==> src/rtl/m_mem_arbiter.sv <==
// -----------------------------------------------------------------------------
// m_mem_arbiter
//
// Three-way arbiter in front of a single-port DRAM controller. The page
// walker (pw), instruction fetch (if) and data (dt) requesters share one
// DRAM port. At most one DRAM transaction is in flight.
//
// The FSM runs IDLE -> ISSUE -> WAIT -> RESP -> IDLE.
//   IDLE  : sample requests, pick a winner, latch its command.
//   ISSUE : one-cycle grant to the winner plus one DRAM strobe.
//   WAIT  : hold while the DRAM reports busy, then capture its read data.
//   RESP  : one-cycle completion pulse to the owner.
//
// Priority: pw always wins. An if/dt tie goes to if, unless MEM_ARB_RR_EN
// is defined. In that case the tie alternates using a pointer that is
// updated only on if/dt grants.
//
// Optional feature macro: MEM_ARB_RR_EN (round-robin if/dt tie-break).
//
// Ports
//   CLK, RST                    clock, synchronous active-high reset
//   w_pw_req/we/addr/wdata      page-walker PTE read/write request
//   w_if_req/addr               instruction-fetch read request
//   w_dt_req/we/addr/wdata      data load/store request
//   w_{pw,if,dt}_gnt            grant pulse (ISSUE cycle)
//   w_{pw,if,dt}_done           completion pulse (RESP cycle)
//   w_rdata                     last captured DRAM read data
//   w_owner                     0 none, 1 pw, 2 if, 3 dt
//   w_dram_le/we/addr/wdata     DRAM command (valid only on a strobe)
//   w_dram_busy, w_dram_odata   DRAM status and read data
// -----------------------------------------------------------------------------
module m_mem_arbiter #(
    parameter int ADDR_W = 32,
    parameter int DATA_W = 32
) (
    input  logic              CLK,
    input  logic              RST,

    input  logic              w_pw_req,
    input  logic              w_pw_we,
    input  logic [ADDR_W-1:0] w_pw_addr,
    input  logic [DATA_W-1:0] w_pw_wdata,

    input  logic              w_if_req,
    input  logic [ADDR_W-1:0] w_if_addr,

    input  logic              w_dt_req,
    input  logic              w_dt_we,
    input  logic [ADDR_W-1:0] w_dt_addr,
    input  logic [DATA_W-1:0] w_dt_wdata,

    output logic              w_pw_gnt,
    output logic              w_if_gnt,
    output logic              w_dt_gnt,
    output logic              w_pw_done,
    output logic              w_if_done,
    output logic              w_dt_done,
    output logic [DATA_W-1:0] w_rdata,
    output logic [1:0]        w_owner,

    output logic              w_dram_le,
    output logic              w_dram_we,
    output logic [ADDR_W-1:0] w_dram_addr,
    output logic [DATA_W-1:0] w_dram_wdata,
    input  logic              w_dram_busy,
    input  logic [DATA_W-1:0] w_dram_odata
);

    localparam logic [1:0] ST_IDLE  = 2'd0;
    localparam logic [1:0] ST_ISSUE = 2'd1;
    localparam logic [1:0] ST_WAIT  = 2'd2;
    localparam logic [1:0] ST_RESP  = 2'd3;

    localparam logic [1:0] OWN_NONE = 2'd0;
    localparam logic [1:0] OWN_PW   = 2'd1;
    localparam logic [1:0] OWN_IF   = 2'd2;
    localparam logic [1:0] OWN_DT   = 2'd3;

    logic [1:0]        state;
    logic [ADDR_W-1:0] lat_addr;
    logic [DATA_W-1:0] lat_wdata;
    logic              lat_we;

    // Winner of the current IDLE cycle (combinational)
    logic [1:0]        win_owner;
    logic [ADDR_W-1:0] win_addr;
    logic [DATA_W-1:0] win_wdata;
    logic              win_we;
    logic              tie_to_dt;
    logic              start;

`ifdef MEM_ARB_RR_EN
    // 0: next if/dt tie goes to if, 1: next tie goes to dt
    logic rr_ptr;

    always_ff @(posedge CLK) begin
        if (RST) begin
            rr_ptr <= 1'b0;
        end else if (start && win_owner == OWN_IF) begin
            rr_ptr <= 1'b1;
        end else if (start && win_owner == OWN_DT) begin
            rr_ptr <= 1'b0;
        end
    end

    assign tie_to_dt = rr_ptr;
`else
    assign tie_to_dt = 1'b0;
`endif

    // NOTE: every signal gets a default at the top of the block, so no path
    // leaves a value unassigned and no latch is inferred.
    always_comb begin
        win_owner = OWN_NONE;
        win_addr  = '0;
        win_wdata = '0;
        win_we    = 1'b0;
        if (w_pw_req) begin
            win_owner = OWN_PW;
            win_addr  = w_pw_addr;
            win_we    = w_pw_we;
            win_wdata = w_pw_we ? w_pw_wdata : '0;
        end else if (w_dt_req && (!w_if_req || tie_to_dt)) begin
            win_owner = OWN_DT;
            win_addr  = w_dt_addr;
            win_we    = w_dt_we;
            win_wdata = w_dt_we ? w_dt_wdata : '0;
        end else if (w_if_req) begin
            // Instruction fetch is always a read
            win_owner = OWN_IF;
            win_addr  = w_if_addr;
        end
    end

    assign start = (state == ST_IDLE) && (win_owner != OWN_NONE) && !w_dram_busy;

    // NOTE: sequential state uses non-blocking assignments only, so every
    // register samples the values that held before the clock edge.
    always_ff @(posedge CLK) begin
        if (RST) begin
            state     <= ST_IDLE;
            lat_addr  <= '0;
            lat_wdata <= '0;
            lat_we    <= 1'b0;
            w_owner   <= OWN_NONE;
            w_rdata   <= '0;
        end else begin
            case (state)
                ST_IDLE: begin
                    if (start) begin
                        lat_addr  <= win_addr;
                        lat_wdata <= win_wdata;
                        lat_we    <= win_we;
                        w_owner   <= win_owner;
                        state     <= ST_ISSUE;
                    end
                end
                ST_ISSUE: begin
                    state <= ST_WAIT;
                end
                ST_WAIT: begin
                    // Capture on every completion, writes included, so that
                    // w_rdata always reflects the last DRAM response.
                    if (!w_dram_busy) begin
                        w_rdata <= w_dram_odata;
                        state   <= ST_RESP;
                    end
                end
                default: begin  // ST_RESP
                    lat_addr  <= '0;
                    lat_wdata <= '0;
                    lat_we    <= 1'b0;
                    w_owner   <= OWN_NONE;
                    state     <= ST_IDLE;
                end
            endcase
        end
    end

    logic in_issue;
    logic in_resp;

    assign in_issue = (state == ST_ISSUE);
    assign in_resp  = (state == ST_RESP);

    assign w_pw_gnt  = in_issue && (w_owner == OWN_PW);
    assign w_if_gnt  = in_issue && (w_owner == OWN_IF);
    assign w_dt_gnt  = in_issue && (w_owner == OWN_DT);

    assign w_pw_done = in_resp && (w_owner == OWN_PW);
    assign w_if_done = in_resp && (w_owner == OWN_IF);
    assign w_dt_done = in_resp && (w_owner == OWN_DT);

    // The address and data buses are driven only while a strobe is up
    assign w_dram_le    = in_issue && !lat_we;
    assign w_dram_we    = in_issue &&  lat_we;
    assign w_dram_addr  = in_issue ? lat_addr  : '0;
    assign w_dram_wdata = in_issue ? lat_wdata : '0;

endmodule

==> config.mk <==
export PLATFORM = sky130hd
export DESIGN_NAME = m_mem_arbiter
export DESIGN_NICKNAME = d
export VERILOG_FILES = /design/src/rtl/m_mem_arbiter.sv
export SDC_FILE = /design/constraint.sdc
export NUM_CORES = 1
export LEC_CHECK = 0
export BUFFER_PORTS_ARGS = -buffer_cell sky130_fd_sc_hd__buf_2
export CAP_MARGIN = 20
export CORE_UTILIZATION = 41
export DETAILED_ROUTE_END_ITERATION = 16
export PLACE_DENSITY = 0.85
export SYNTH_ARGS = -nofsm -noshare
export SYNTH_HDL_FRONTEND = slang
export SYNTH_SLANG_ARGS = --single-unit
==> constraint.sdc <==
create_clock -name CLK -period 1.55 [get_ports CLK]
set_input_delay 0.31 -clock CLK [delete_from_list [all_inputs] [get_ports CLK]]
set_output_delay 0.31 -clock CLK [all_outputs]
set_load 0.01 [all_outputs]
Yosys cells after proc, flatten, opt, wreduce, memory -nomap -nowiden --
Index checks and enable logic that the tools add are counted.
Storage, ports and cells: output and inout bits 106, register bits 101
Cells by class: reduce and logical (&&, ||, !) cells 20, muxes and demuxes 25, bitwise logic cells 2, equal/unequal tests 8
Operator list (number):
- two-way mux 32 bit | 11
- one-hot mux 32 bit (2 select lines) | 2
- two-way mux 2 bit | 6
- logical AND 1 bit | 11
- equality test 2 bit (second input constant) | 4
- one-hot mux 2 bit (3 select lines) | 1
- AND reduction 2 bit | 3
- equality test 2 x 1 -> 1 bit (second input constant) | 2
- inequality test 2 bit (second input constant) | 2
- one-hot mux 2 bit (2 select lines) | 1
- logical NOT 1 bit | 3
- two-way mux 1 bit | 3
- logical NOT 2 bit | 1
- NOT 1 bit | 2
- one-hot mux 1 bit (2 select lines) | 1
- nonzero test 2 bit | 1
- OR reduction 2 bit | 1

Longest topological paths before layout --
Gate-level depths: netlist of the first run.
depth after elaboration 9, gate-level depth with buffers 7

Least setup slack after synthesis of the first run --
Ideal clock, no wire load.
path kind register -> register, start point reg state[0], end point reg lat_addr[0], setup slack -0.151 ns, arrival 1.561 ns, library setup time 0.140 ns, cell stages (with the launch flop) 7, period minus slack after synthesis 1.701 ns, data required time 1.410 ns, path buffers 1, cell sequence dfxtp_1 -> inv_1 -> ha_1 -> a21o_1 -> nor2_2 -> buf_6 -> o32ai_2
Between the ends: longest elaborated chain between the ends 5
RTL lines:
- from (decl) | line 79 | logic [1:0] state;
- from (signal assigned) | line 141 | state <= ST_IDLE;
- from (signal assigned) | line 155 | state <= ST_ISSUE;
- from (signal assigned) | line 159 | state <= ST_WAIT;
- logical NOT 2 bit | line 135, 148
- logical AND 1 bit (2 in series) | line 135 | assign start = (state == ST_IDLE) && (win_owner != OWN_NONE) && !w_dram_busy;
- inequality test 2 bit (no source line)
- AND reduction 2 bit (no source line)
- to (signal assigned) | line 151 | lat_addr <= win_addr;
- to (decl) | line 80 | logic [ADDR_W-1:0] lat_addr;
Parallel ways exist; a longest one is shown, timed or not. A chain may end at the register's enable or synchronous reset.

Worst setup path in the final report of the first run --
start point reg state[0], end point out w_dram_wdata[0]
Between the ends: longest elaborated chain between the ends 2
RTL lines:
- equality test 2 x 1 -> 1 bit | line 183 | assign in_issue = (state == ST_ISSUE);
- two-way mux 32 bit | line 198 | assign w_dram_wdata = in_issue ? lat_wdata : '0;
- to (decl) | line 64 | output logic [DATA_W-1:0] w_dram_wdata,
Every way passes these cells.

==> results by group, run 1 <==
Logic synthesis
  • Synth area leader: dfxtp_1
  • Main synth FF type: dfxtp_1
  • Post-synth EDFFs: 0
  • Share of the synthesized area in the top cell type: 35.5%
  • Mapped Nets: 835
  • Netlist cell types: 31
  • Area contributors post-synth: dfxtp_1 (35%), o32ai_2 (17%), and2_1 (7.2%)
  • Yosys warns: 0
  • Most common library cells after synthesis: dfxtp_1 (101), a21oi_1 (69), inv_1 (67), nand2_1 (67), and2_1 (66)
  • Synth Register Bits: 101
  • Count leader, synth: dfxtp_1
  • Syn_area_per_cell: ~9 µm²
  • Asr flop ratio synth: 0%
  • Syn Inst Count: 631
  • Register area share after synthesis: 35.5%
  • Cell area after synthesis: 5700 µm²

Clock tree
  • Skew-Pair Late Insertion Delay: 0.35 ns
  • Hold buffers post-CTS: 0
  • CTS tree: yes
  • CTS sink count: 101
  • Num CTS Buffers: 9
  • Root buffer cell: clkbuf_16
  • Deepest clock path buffer count: 2
  • H-tree depth: 3
  • Clk slew on worst S/H paths: about 0.07 ns

Floorplanning
  • FP Rows: between 40 and 50
  • Starting density of the core: between 40% and 50%
  • Core box area: between 10000 and 15000 µm²
  • DIE WIDTH: ~120 µm
  • DIE HEIGHT: 120 µm
  • Number of I/O pins: between 300 and 400
  • Die Area: around 14000 µm²

Critical path
  • Reg2reg start: state[0]$_SDFFE_PP0P_
  • Worst-path cell chain: buf_6 > ha_4 > buf_6 > buf_12 > and2_4 > buf_6
  • Reg2reg setup slack: -0.25 ns
  • CP endpoint kind: output pin
  • Worst Path Arrival: 1.52 ns
  • Critical path required time: about 1.2 ns
  • CP max FO: 8
  • Slowest CP cell: dfxtp_2
  • Worst Setup SP: state[0]$_SDFFE_PP0P_
  • Top Family by Delay on Critical Path: buffers and inverters
  • Most frequent CP cell: buf_6
  • R2R Path End: lat_wdata[9]$_SDFFE_PP0P_
  • Worst reg2reg path depth: 9
  • Setup crit end: w_dram_wdata[0]
  • Worst path max stage delay: 0.34 ns
  • Worst Setup Start Kind: flip-flop
  • Crit path buf inv count: 4
  • Critical path class: flip-flop to output pin
  • CP Depth: 6

GRT
  • Number of global-route vias before repair: 5785
  • Initial antenna violation count: 0
  • Gr usage total: 26.9%
  • First-pass GRT wire length: 29.7 mm
  • Pin count of the biggest net entering global routing: 46
  • Grt ovf: 0

Timing
  • Max-slew headroom: about 48%
  • Slew @ Worst Pin: between 0.7 and 0.8 ns
  • Final hold vios: 0
  • Max-slew violations: 0
  • Post-layout min period: 1.83 ns
  • Period utilization: 118%
  • Clk_skew: between 0.005 and 0.006 ns
  • RSZ-0062 raised after global routing: yes
  • Worst Slack Setup Final: -0.275 ns
  • Final setup viols: 136
  • Max Freq: ~550 MHz

Layout
  • Ant diodes: 0
  • Multi-input combinational cell area: 3270 µm²
  • Register area: 2020 µm²
  • Layout area overhead: 56.6%
  • Fin area: 8920 µm²
  • Final Net Count: 1157
  • FILL cells: 1057
  • Layout Utilization: around 67%
  • Layout cells sized above 1: a little over half

Routing
  • Max Used Layer: met4
  • Met3 routed WL: about 1.4 mm
  • Met1 WL: 7.75 mm
  • WL/cell: about 18 µm
  • DR vias/cell: ~5.4
  • Met2 wire len: slightly above 10 mm
  • Vias after detailed routing: 6081
  • DR pass1 iterations: 5
  • Post-route ant nets: 0
  • WL final: ~20 mm
  • Number of DRC markers in iteration 0: 365
  • DR DRC count: 0

Power
  • LEAKAGE: 0.00378 µW
  • PD cells: 1310 nW/µm²
  • Peak VDD IR: roughly 0.64 mV

Placed design
  • Dpl cell area: around 7500 µm²
  • DP Wirelength: 13.0 mm
  • I/O Buffers: 305
  • Gp weighted congestion: roughly 0.81

Run status
  • Run status: complete, but fails checks
  • Failing checks: negative setup slack

Min path
  • Tightest Hold Check Type: input pin to flip-flop
  • Hold Path Depth: 3

Flow run
  • Max_cap viols: 0
-- area by class of cell --
cell class,count,area share [%]
clock buffers,10,2.68
clock inverters,6,0.603
inverters,67,2.87
multi-input cells,398,36.6
flip-flops and latches,101,22.7
well taps,176,2.47
repair buffers,376,32.1
-- per-stage QoR --
| stage | setup TNS (ns) | worst slack (ns) | cells | power (µW) | hold slack [ns] |
|---|---|---|---|---|---|
| detailed placement | -3.92 | -0.153 | 1084 | 6960 | 0.443 |
| floorplan | -0.157 | -0.0157 | 631 | 5720 | 0.446 |
| global placement | -2.70 | -0.0945 | 1084 | 6870 | 0.439 |
| global route | -35.26 | -0.328 | 1134 | 12200 | 0.189 |
| CTS | -27.16 | -0.265 | 1132 | 11500 | 0.185 |
| finish | -27.63 | -0.275 | 1134 | 11700 | 0.201 |
-- how the worst min path moves through the flow --
stage	slack (ns)	to	start
3_3_place_gp	0.44	w_rdata[27]$_SDFFE_PP0P_	w_rdata[27]$_SDFFE_PP0P_
2_1_floorplan	0.45	w_rdata[0]$_SDFFE_PP0P_	w_dram_odata[0]
5_1_grt	0.19	w_rdata[13]$_SDFFE_PP0P_	w_dram_odata[13]
3_5_place_dp	0.44	w_rdata[0]$_SDFFE_PP0P_	w_rdata[0]$_SDFFE_PP0P_
4_1_cts	0.19	w_rdata[18]$_SDFFE_PP0P_	w_dram_odata[18]
6_report	0.20	w_rdata[7]$_SDFFE_PP0P_	w_dram_odata[7]
-- cell usage in the layout, fill, tap and decap left out, types with 3 or more instances in the layout --
master,n
buf_16,12
o32ai_4,3
clkbuf_16,11
and2_1,35
nand3b_1,33
buf_6,45
o21ai_2,3
nor2_1,6
and2_4,31
a21oi_1,69
o211ai_1,3
buf_12,21
ha_4,3
inv_1,65
dfxtp_1,99
buf_4,25
o2bb2ai_1,32
nand2_1,66
o32ai_2,60
clkinv_4,3
a22oi_1,32
buf_2,270
-- layer usage --
metal  global-route usage [%]  vias up
li1                         -     2876
met1                     31.1     2861
met2                     48.7      298
met3                     5.61       46
met4                     9.22        0
met5                        0        -
-- registers in the layout, indices dropped and copies added, names as in the netlist --
register and flops:
lat_addr 32, lat_wdata 32, lat_we 1, state 2
w_owner 2, w_rdata 32
-- power breakdown --
| part | total, µW | leakage, µW | switching (µW) | internal [µW] |
|---|---|---|---|---|
| registers | 3190 | 0.000820 | 222 | 2970 |
| clock network | 2220 | 0.000141 | 1060 | 1160 |
| logic | 6260 | 0.00282 | 2920 | 3340 |
-- cells by family (layout without fill, tap and decap cells) --
group | count (synthesis) | after routing | synth area share [%]
simple gates | 187 | 187 | 18.6
flops | 101 | 101 | 35.5
fa+ha+maj | 4 | 4 | 0.878
compound gates | 207 | 207 | 34.1
buf+inv | 132 | 459 | 10.9
-- what timing repair did --
item,4_1_cts,5_1_grt
pin swaps,44,7
setup endpoints to repair,119,171
gates cloned,14,2
resized for setup,104,29
setup buffers,19,8
-- worst register-to-register path: cells and delay by family (launching register included) --
kind,cells,cell delay (ns)
buffers and inverters,5,0.61
adder cells (fa/ha/maj),1,0.22
AO/OA/AOI/OAI,1,0.13
flip-flops,1,0.35
AND/OR/NAND/NOR,2,0.39
Note: power is estimated with default switching activity, not from simulation.
==> inputs of run 2 (changes only) <==
Settings changed: ABC_AREA set to 1, CORE_UTILIZATION 41 to 43, PLACE_DENSITY 0.85 to 0.86, SLEW_MARGIN set to 10.
==> results by group, run 2 <==
Clock tree
  • H-tree depth: 3 (unchanged)
  • Clk slew on worst S/H paths: 0.07 ns (about the same)
  • Deepest clock path buffer count: 2 (unchanged)
  • Skew-Pair Late Insertion Delay: 0.34 ns (about the same)
  • Root buffer cell: clkbuf_16
  • CTS sink count: 101 (unchanged)
  • Hold buffers post-CTS: 0 (unchanged)
  • CTS tree: yes
  • Num CTS Buffers: 9 (unchanged)

Power
  • Peak VDD IR: 1.06 mV (+64%)
  • PD cells: 2080 nW/µm² (+59%)
  • LEAKAGE: 0.00569 µW (+50%)

Critical path
  • Top Family by Delay on Critical Path: buffers and inverters
  • Slowest CP cell: dfxtp_2
  • Worst Path Arrival: 2.06 ns (+0.54 ns)
  • Crit path buf inv count: 7 (+3)
  • CP endpoint kind: flip-flop
  • Most frequent CP cell: inv_4
  • Critical path class: flip-flop to flip-flop
  • Worst-path cell chain: inv_4 > buf_4 > buf_6 > ha_4 > inv_4 > nand3_4 > clkinv_4 > buf_8 > clkbuf_16 > nand2_2 > nand2_1 > nor2_1
  • CP max FO: 4 (-4)
  • Worst Setup Start Kind: flip-flop
  • Critical path required time: 1.82 ns (+0.58 ns)
  • Worst path max stage delay: 0.36 ns (+0.02 ns)

Layout
  • Layout area overhead: 55.7%
  • Fin area: 9860 µm² (+10%)
  • FILL cells: 1137 (+7.6%)
  • Layout cells sized above 1: 39.1% (-14 points)
  • Highest-count cells in the layout ignoring fill and taps: nand2_1 (310), buf_2 (271), inv_1 (157)
  • Count of non-filler cells in the finished layout: 1621 (+43%)
  • Ant diodes: 0 (unchanged)
  • Commonest non-fill, non-tap cell in the layout: nand2_1
  • Final Net Count: 1641 (+42%)
  • Biggest regs: lat_addr x32, lat_wdata x32, w_rdata x32

Min path
  • Tightest Hold Check Type: input pin to flip-flop

GRT
  • Gr usage total: 26.2% (-0.68 points)
  • First-pass GRT wire length: 31.3 mm (+5.3%)
  • Number of global-route vias before repair: 6779 (+17%)
  • Initial antenna violation count: 0 (unchanged)
  • Pin count of the biggest net entering global routing: 50 (+8.7%)
  • Grt ovf: 0 (unchanged)

Floorplanning
  • Number of I/O pins: 306 (unchanged)
  • Die Area: 15200 µm² (+5.8%)
  • DIE HEIGHT: 123 µm (+2.9%)
  • Core box area: 14100 µm² (+5.2%)
  • DIE WIDTH: 123 µm (+2.9%)
  • Starting density of the core: 44.9% (+2.4 points)
  • FP Rows: 43 (+2.4%)

Run status
  • Run status: complete, but fails checks
  • Failing checks: negative setup slack

Timing
  • Period utilization: 116% (-2.2 points)
  • Max-slew violations: 0 (unchanged)
  • Clk_skew: 0.00719 ns (+0.00178 ns)
  • Worst Slack Setup Final: -0.242 ns (+0.0334 ns)
  • Max Freq: 558 MHz (+1.9%)
  • Post-layout min period: 1.79 ns (-0.0334 ns)
  • Slew @ Worst Pin: 0.592 ns (-0.189 ns)
  • Final hold vios: 0 (unchanged)
  • Max-slew headroom: 60.5% (+13 points)
  • RSZ-0062 raised after global routing: yes
  • Final setup viols: 139 (+2.2%)

Logic synthesis
  • Yosys warns: 0 (unchanged)
  • Cell area after synthesis: 6330 µm² (+11%)
  • Main synth FF type: dfxtp_1
  • Syn Inst Count: 1137 (+80%)
  • Register area share after synthesis: 31.9% (-3.5 points)
  • Mapped Nets: 1341 (+61%)
  • Netlist cell types: 18 (-42%)
  • Area contributors post-synth: dfxtp_1 (32%), nand2_1 (26%), inv_1 (10%)
  • Post-synth EDFFs: 0 (unchanged)
  • Synth area leader: dfxtp_1
  • Share of the synthesized area in the top cell type: 31.9% (-3.5 points)
  • Asr flop ratio synth: 0% (unchanged)
  • Most common library cells after synthesis: nand2_1 (431), inv_1 (175), nor2_1 (166)
  • Synth Register Bits: 101 (unchanged)
  • Count leader, synth: nand2_1
  • Syn_area_per_cell: 5.57 µm² (-38%)

Routing
  • Number of DRC markers in iteration 0: 640 (+75%)
  • Post-route ant nets: 0 (unchanged)
  • DR pass1 iterations: 5 (unchanged)
  • DR vias/cell: 5.00 (-6.8%)
  • WL final: 23.7 mm (+19%)
  • WL/cell: 14.6 µm (-17%)
  • DR DRC count: 0 (unchanged)
  • Vias after detailed routing: 8103 (+33%)

Placed design
  • DP Wirelength: 13.9 mm (+7.1%)
  • Inst Count DP: 1573 (+45%)
  • Dpl cell area: 8050 µm² (+7.1%)
  • I/O Buffers: 305 (unchanged)
  • Gp weighted congestion: 0.834 (+2.5%)

Flow run
  • Max_cap viols: 0 (unchanged)
[run 2: cell count changes after synthesis, moves of 18 or more]
cell       delta
a22oi_1      -32
and2_1       -66
buf_2        +18
inv_1       +108
nand2_1     +364
nand3_1      +34
nand3b_1     -33
nor2_1      +159
o21ai_0      +62
o2bb2ai_1    -32
o32ai_2      -60
[run 2: final cells by class]
class / instances / area (µm²) / area share, %
Multi-Input combinational cell: 779 / 3860 / 39.2
Timing Repair Buffer: 369 / 2780 / 28.2
Sequential cell: 101 / 2030 / 20.6
Inverter: 177 / 677 / 6.87
Clock buffer: 9 / 225 / 2.28
Tap cell: 180 / 225 / 2.28
Clock inverter: 6 / 63.8 / 0.647
[run 2: stage by stage]
stage | util, % | total power (µW) | TNS, ns | setup slack [ns] | hold slack (ns)
floorplan | - | 9470 | -1.32 | -0.0330 | 0.475
global placement | 57.1 | 11400 | 0 | 0.0408 | 0.456
detailed placement | 57.1 | 11600 | -0.0234 | -0.00690 | 0.466
CTS | 61.5 | 15400 | -12.75 | -0.190 | 0.202
global route | 69.9 | 21800 | -31.23 | -0.285 | 0.211
finish | 69.9 | 20600 | -23.83 | -0.242 | 0.211
[run 2: power by group]
| group | leakage, µW | internal [µW] | switching, µW |
|---|---|---|---|
| Clock | 0.000138 | 1250 | 1040 |
| Sequential | 0.000833 | 3430 | 500 |
| Combinational | 0.00472 | 6580 | 7760 |
| Total | 0.00569 | 11300 | 9300 |
[run 2: kinds of logic after synthesis]
kind of cell | after synthesis | synth area share (%)
compound gates | 133 | 10.5
buf+inv | 257 | 17.5
fa+ha+maj | 4 | 0.791
simple gates | 642 | 39.2
flops | 101 | 31.9
[run 2: routing by layer]
layer | vias up | GRT usage (%) | wire length [µm]
li1 | 3960 | - | -
met1 | 3687 | 31.1 | 9320
met2 | 392 | 45.9 | 11800
met3 | 64 | 5.40 | 1900
met4 | 0 | 10.6 | 714
met5 | - | 0 | 0
[run 2: what timing repair did]
action	in CTS	in global routing
setup endpoints to repair	102	143
setup buffers	5	8
cloned	5	17
gates resized for setup	38	248
pin swaps	1	72
[run 2: final timing paths]
path         cells after the start                     from                         end  slack [ns]
min reg2reg                      2  w_rdata[6]$_SDFFE_PP0P_     w_rdata[6]$_SDFFE_PP0P_        0.48
max reg2reg                     12    state[1]$_SDFFE_PP0P_  lat_wdata[25]$_SDFFE_PP0P_       -0.24
max                             12    state[1]$_SDFFE_PP0P_  lat_wdata[25]$_SDFFE_PP0P_       -0.24
min                              3          w_dram_odata[1]     w_rdata[1]$_SDFFE_PP0P_        0.21
[run 2: worst min-delay path: stages]
cell	delay [ns]
buf_2	0.07
o21ai_0	0.07
nor2_1	0.07
==> inputs of run 3 (changes only) <==
Settings changed: GPL_TIMING_DRIVEN set to 0.
==> results by group, run 3 (synthesis gave the netlist of run 2 again) <==
Run status
  • Run status: complete, but fails checks
  • Failing checks: negative setup slack

Floorplanning
  • Core box area: 14100 µm² (unchanged)
  • DIE WIDTH: 123 µm (unchanged)
  • Number of I/O pins: 306 (unchanged)
  • FP Rows: 43 (unchanged)
  • Starting density of the core: 44.9% (unchanged)
  • Die Area: 15200 µm² (unchanged)
  • DIE HEIGHT: 123 µm (unchanged)

Routing
  • Number of DRC markers in iteration 0: 509 (-20%)
  • WL final: 22.1 mm (-6.7%)
  • DR pass1 iterations: 5 (unchanged)
  • Vias after detailed routing: 7915 (-2.3%)
  • WL/cell: 13.4 µm (-8.2%)
  • DR DRC count: 0 (unchanged)
  • Post-route ant nets: 0 (unchanged)
  • DR vias/cell: 4.80 (-3.9%)

Timing
  • Max-slew headroom: 58.3% (-2.2 points)
  • RSZ-0062 raised after global routing: yes
  • Post-layout min period: 1.83 ns (+0.0355 ns)
  • Slew @ Worst Pin: 0.625 ns (+0.0329 ns)
  • Max-slew violations: 0 (unchanged)
  • Final hold vios: 0 (unchanged)
  • Max Freq: 547 MHz (-1.9%)
  • Clk_skew: 0.00858 ns (+0.00139 ns)
  • Period utilization: 118% (+2.3 points)
  • Worst Slack Setup Final: -0.277 ns (-0.0355 ns)
  • Final setup viols: 134 (-3.6%)

Critical path
  • Slowest CP cell: dfxtp_2
  • Worst-path cell chain: inv_2 > ha_4 > clkbuf_16 > clkbuf_16 > nand2_2 > inv_2 > buf_6
  • Critical path class: flip-flop to output pin
  • Crit path buf inv count: 5 (-2)
  • CP endpoint kind: output pin
  • CP max FO: 8 (+4)
  • Top Family by Delay on Critical Path: buffers and inverters
  • Critical path required time: 1.24 ns (-0.58 ns)
  • Worst Path Arrival: 1.52 ns (-0.54 ns)
  • Worst path max stage delay: 0.33 ns (-0.03 ns)
  • Worst Setup Start Kind: flip-flop

Clock tree
  • H-tree depth: 3 (unchanged)
  • Deepest clock path buffer count: 2 (unchanged)
  • Num CTS Buffers: 9 (unchanged)
  • Skew-Pair Late Insertion Delay: 0.35 ns (about the same)
  • Hold buffers post-CTS: 0 (unchanged)
  • Root buffer cell: clkbuf_16
  • Clk slew on worst S/H paths: 0.07 ns (about the same)
  • CTS sink count: 101 (unchanged)
  • CTS tree: yes

Flow run
  • Max_cap viols: 0 (unchanged)

Layout
  • Count of non-filler cells in the finished layout: 1648 (+1.7%)
  • Commonest non-fill, non-tap cell in the layout: nand2_1
  • FILL cells: 1270 (+12%)
  • Fin area: 9400 µm² (-4.6%)
  • Layout area overhead: 48.5%
  • Final Net Count: 1668 (+1.6%)
  • Layout cells sized above 1: 34.6% (-4.5 points)
  • Ant diodes: 0 (unchanged)
  • Biggest regs: lat_addr x32, lat_wdata x32, w_rdata x32
  • Layout Utilization: 66.7% (-3.2 points)
  • Highest-count cells in the layout ignoring fill and taps: nand2_1 (390), buf_2 (278), nor2_1 (150)

Power
  • Peak VDD IR: 1.01 mV (-4.3%)
  • PD cells: 1790 nW/µm² (-14%)
  • LEAKAGE: 0.00562 µW (-1.3%)

GRT
  • Initial antenna violation count: 0 (unchanged)
  • First-pass GRT wire length: 32.7 mm (+4.4%)
  • Pin count of the biggest net entering global routing: 17 (-66%)
  • Grt ovf: 0 (unchanged)
  • Gr usage total: 27.6% (+1.4 points)
  • Number of global-route vias before repair: 7130 (+5.2%)

Placed design
  • Setup WS pre-CTS: -0.697 ns (-0.690 ns)
  • I/O Buffers: 300 (-1.6%)
  • DP Wirelength: 16.0 mm (+15%)
  • Gp weighted congestion: 0.877 (+5.1%)
  • Dpl cell area: 8060 µm² (+0.14%)
  • Inst Count DP: 1617 (+2.8%)

Min path
  • Tightest Hold Check Type: input pin to flip-flop
-- run 3: changes by cell type in the layout (fill, tap and decap cells not counted), sizes merged --
cell,delta
buf,+2
clkinvlp,+1
bufinv,-1
clkbuf,+25
-- run 3: path summary, 6_finish.rpt --
check / from / to / slack (ns) / cells after the start
hold / removal: w_dram_odata[11] / w_rdata[11]$_SDFFE_PP0P_ / 0.21 / 3
setup / recovery: state[1]$_SDFFE_PP0P_ / w_dram_wdata[21] / -0.28 / 7
setup reg to reg: state[0]$_SDFFE_PP0P_ / w_owner[1]$_SDFFE_PP0P_ / -0.11 / 10
hold reg to reg: w_rdata[24]$_SDFFE_PP0P_ / w_rdata[24]$_SDFFE_PP0P_ / 0.48 / 2
-- run 3: area by class of cell --
class,instances,area (µm²),area share (%)
multi-input combinational,779,3510,37.3
timing repair buffer,317,2040,21.7
sequential,101,2030,21.6
inverter,177,677,7.20
buffer,79,654,6.96
clock buffer,9,225,2.40
tap,180,225,2.40
clock inverter,6,41.3,0.439
-- run 3: report_power, final --
part / switching (µW) / internal, µW / total [µW] / leakage [µW]
Combinational: 5930 / 4910 / 10800 / 0.00466
Sequential: 518 / 3430 / 3940 / 0.000833
Clock: 1010 / 1080 / 2090 / 0.000123
Total: 7460 / 9410 / 16900 / 0.00562
-- run 3: tightest hold or removal path, delay by kind of cell --
family	cells	cell delay (ns)
buffers and inverters	1	0.07
AND/OR/NAND/NOR	1	0.07
AO/OA/AOI/OAI	1	0.07
-- run 3: repair_timing --
action / in CTS / in global routing
pin swaps: 2 / 16
gates cloned: 3 / 7
setup buffers: 4 / 4
resized for setup: 102 / 152
setup endpoints to repair: 153 / 170
-- run 3: metrics by stage --
step | hold WS (ns) | power (µW) | TNS [ns]
after floorplan | 0.475 | 9470 | -1.32
after global placement | 0.457 | 11600 | -40.03
after detailed placement | 0.466 | 11700 | -42.54
after CTS | 0.201 | 15100 | -14.56
after global routing | 0.215 | 18300 | -26.09
final | 0.208 | 16900 | -16.71
-- run 3: layer usage --
| metal | vias up | GRT usage (%) | part of all wire, % |
|---|---|---|---|
| met2 | 328 | 50.1 | 50 |
| met1 | 3536 | 32.4 | 41 |
| met4 | 0 | 8.73 | 2.1 |
| met3 | 39 | 5.21 | 7.0 |
| met5 | - | 0 | 0 |
| li1 | 4012 | - | - |
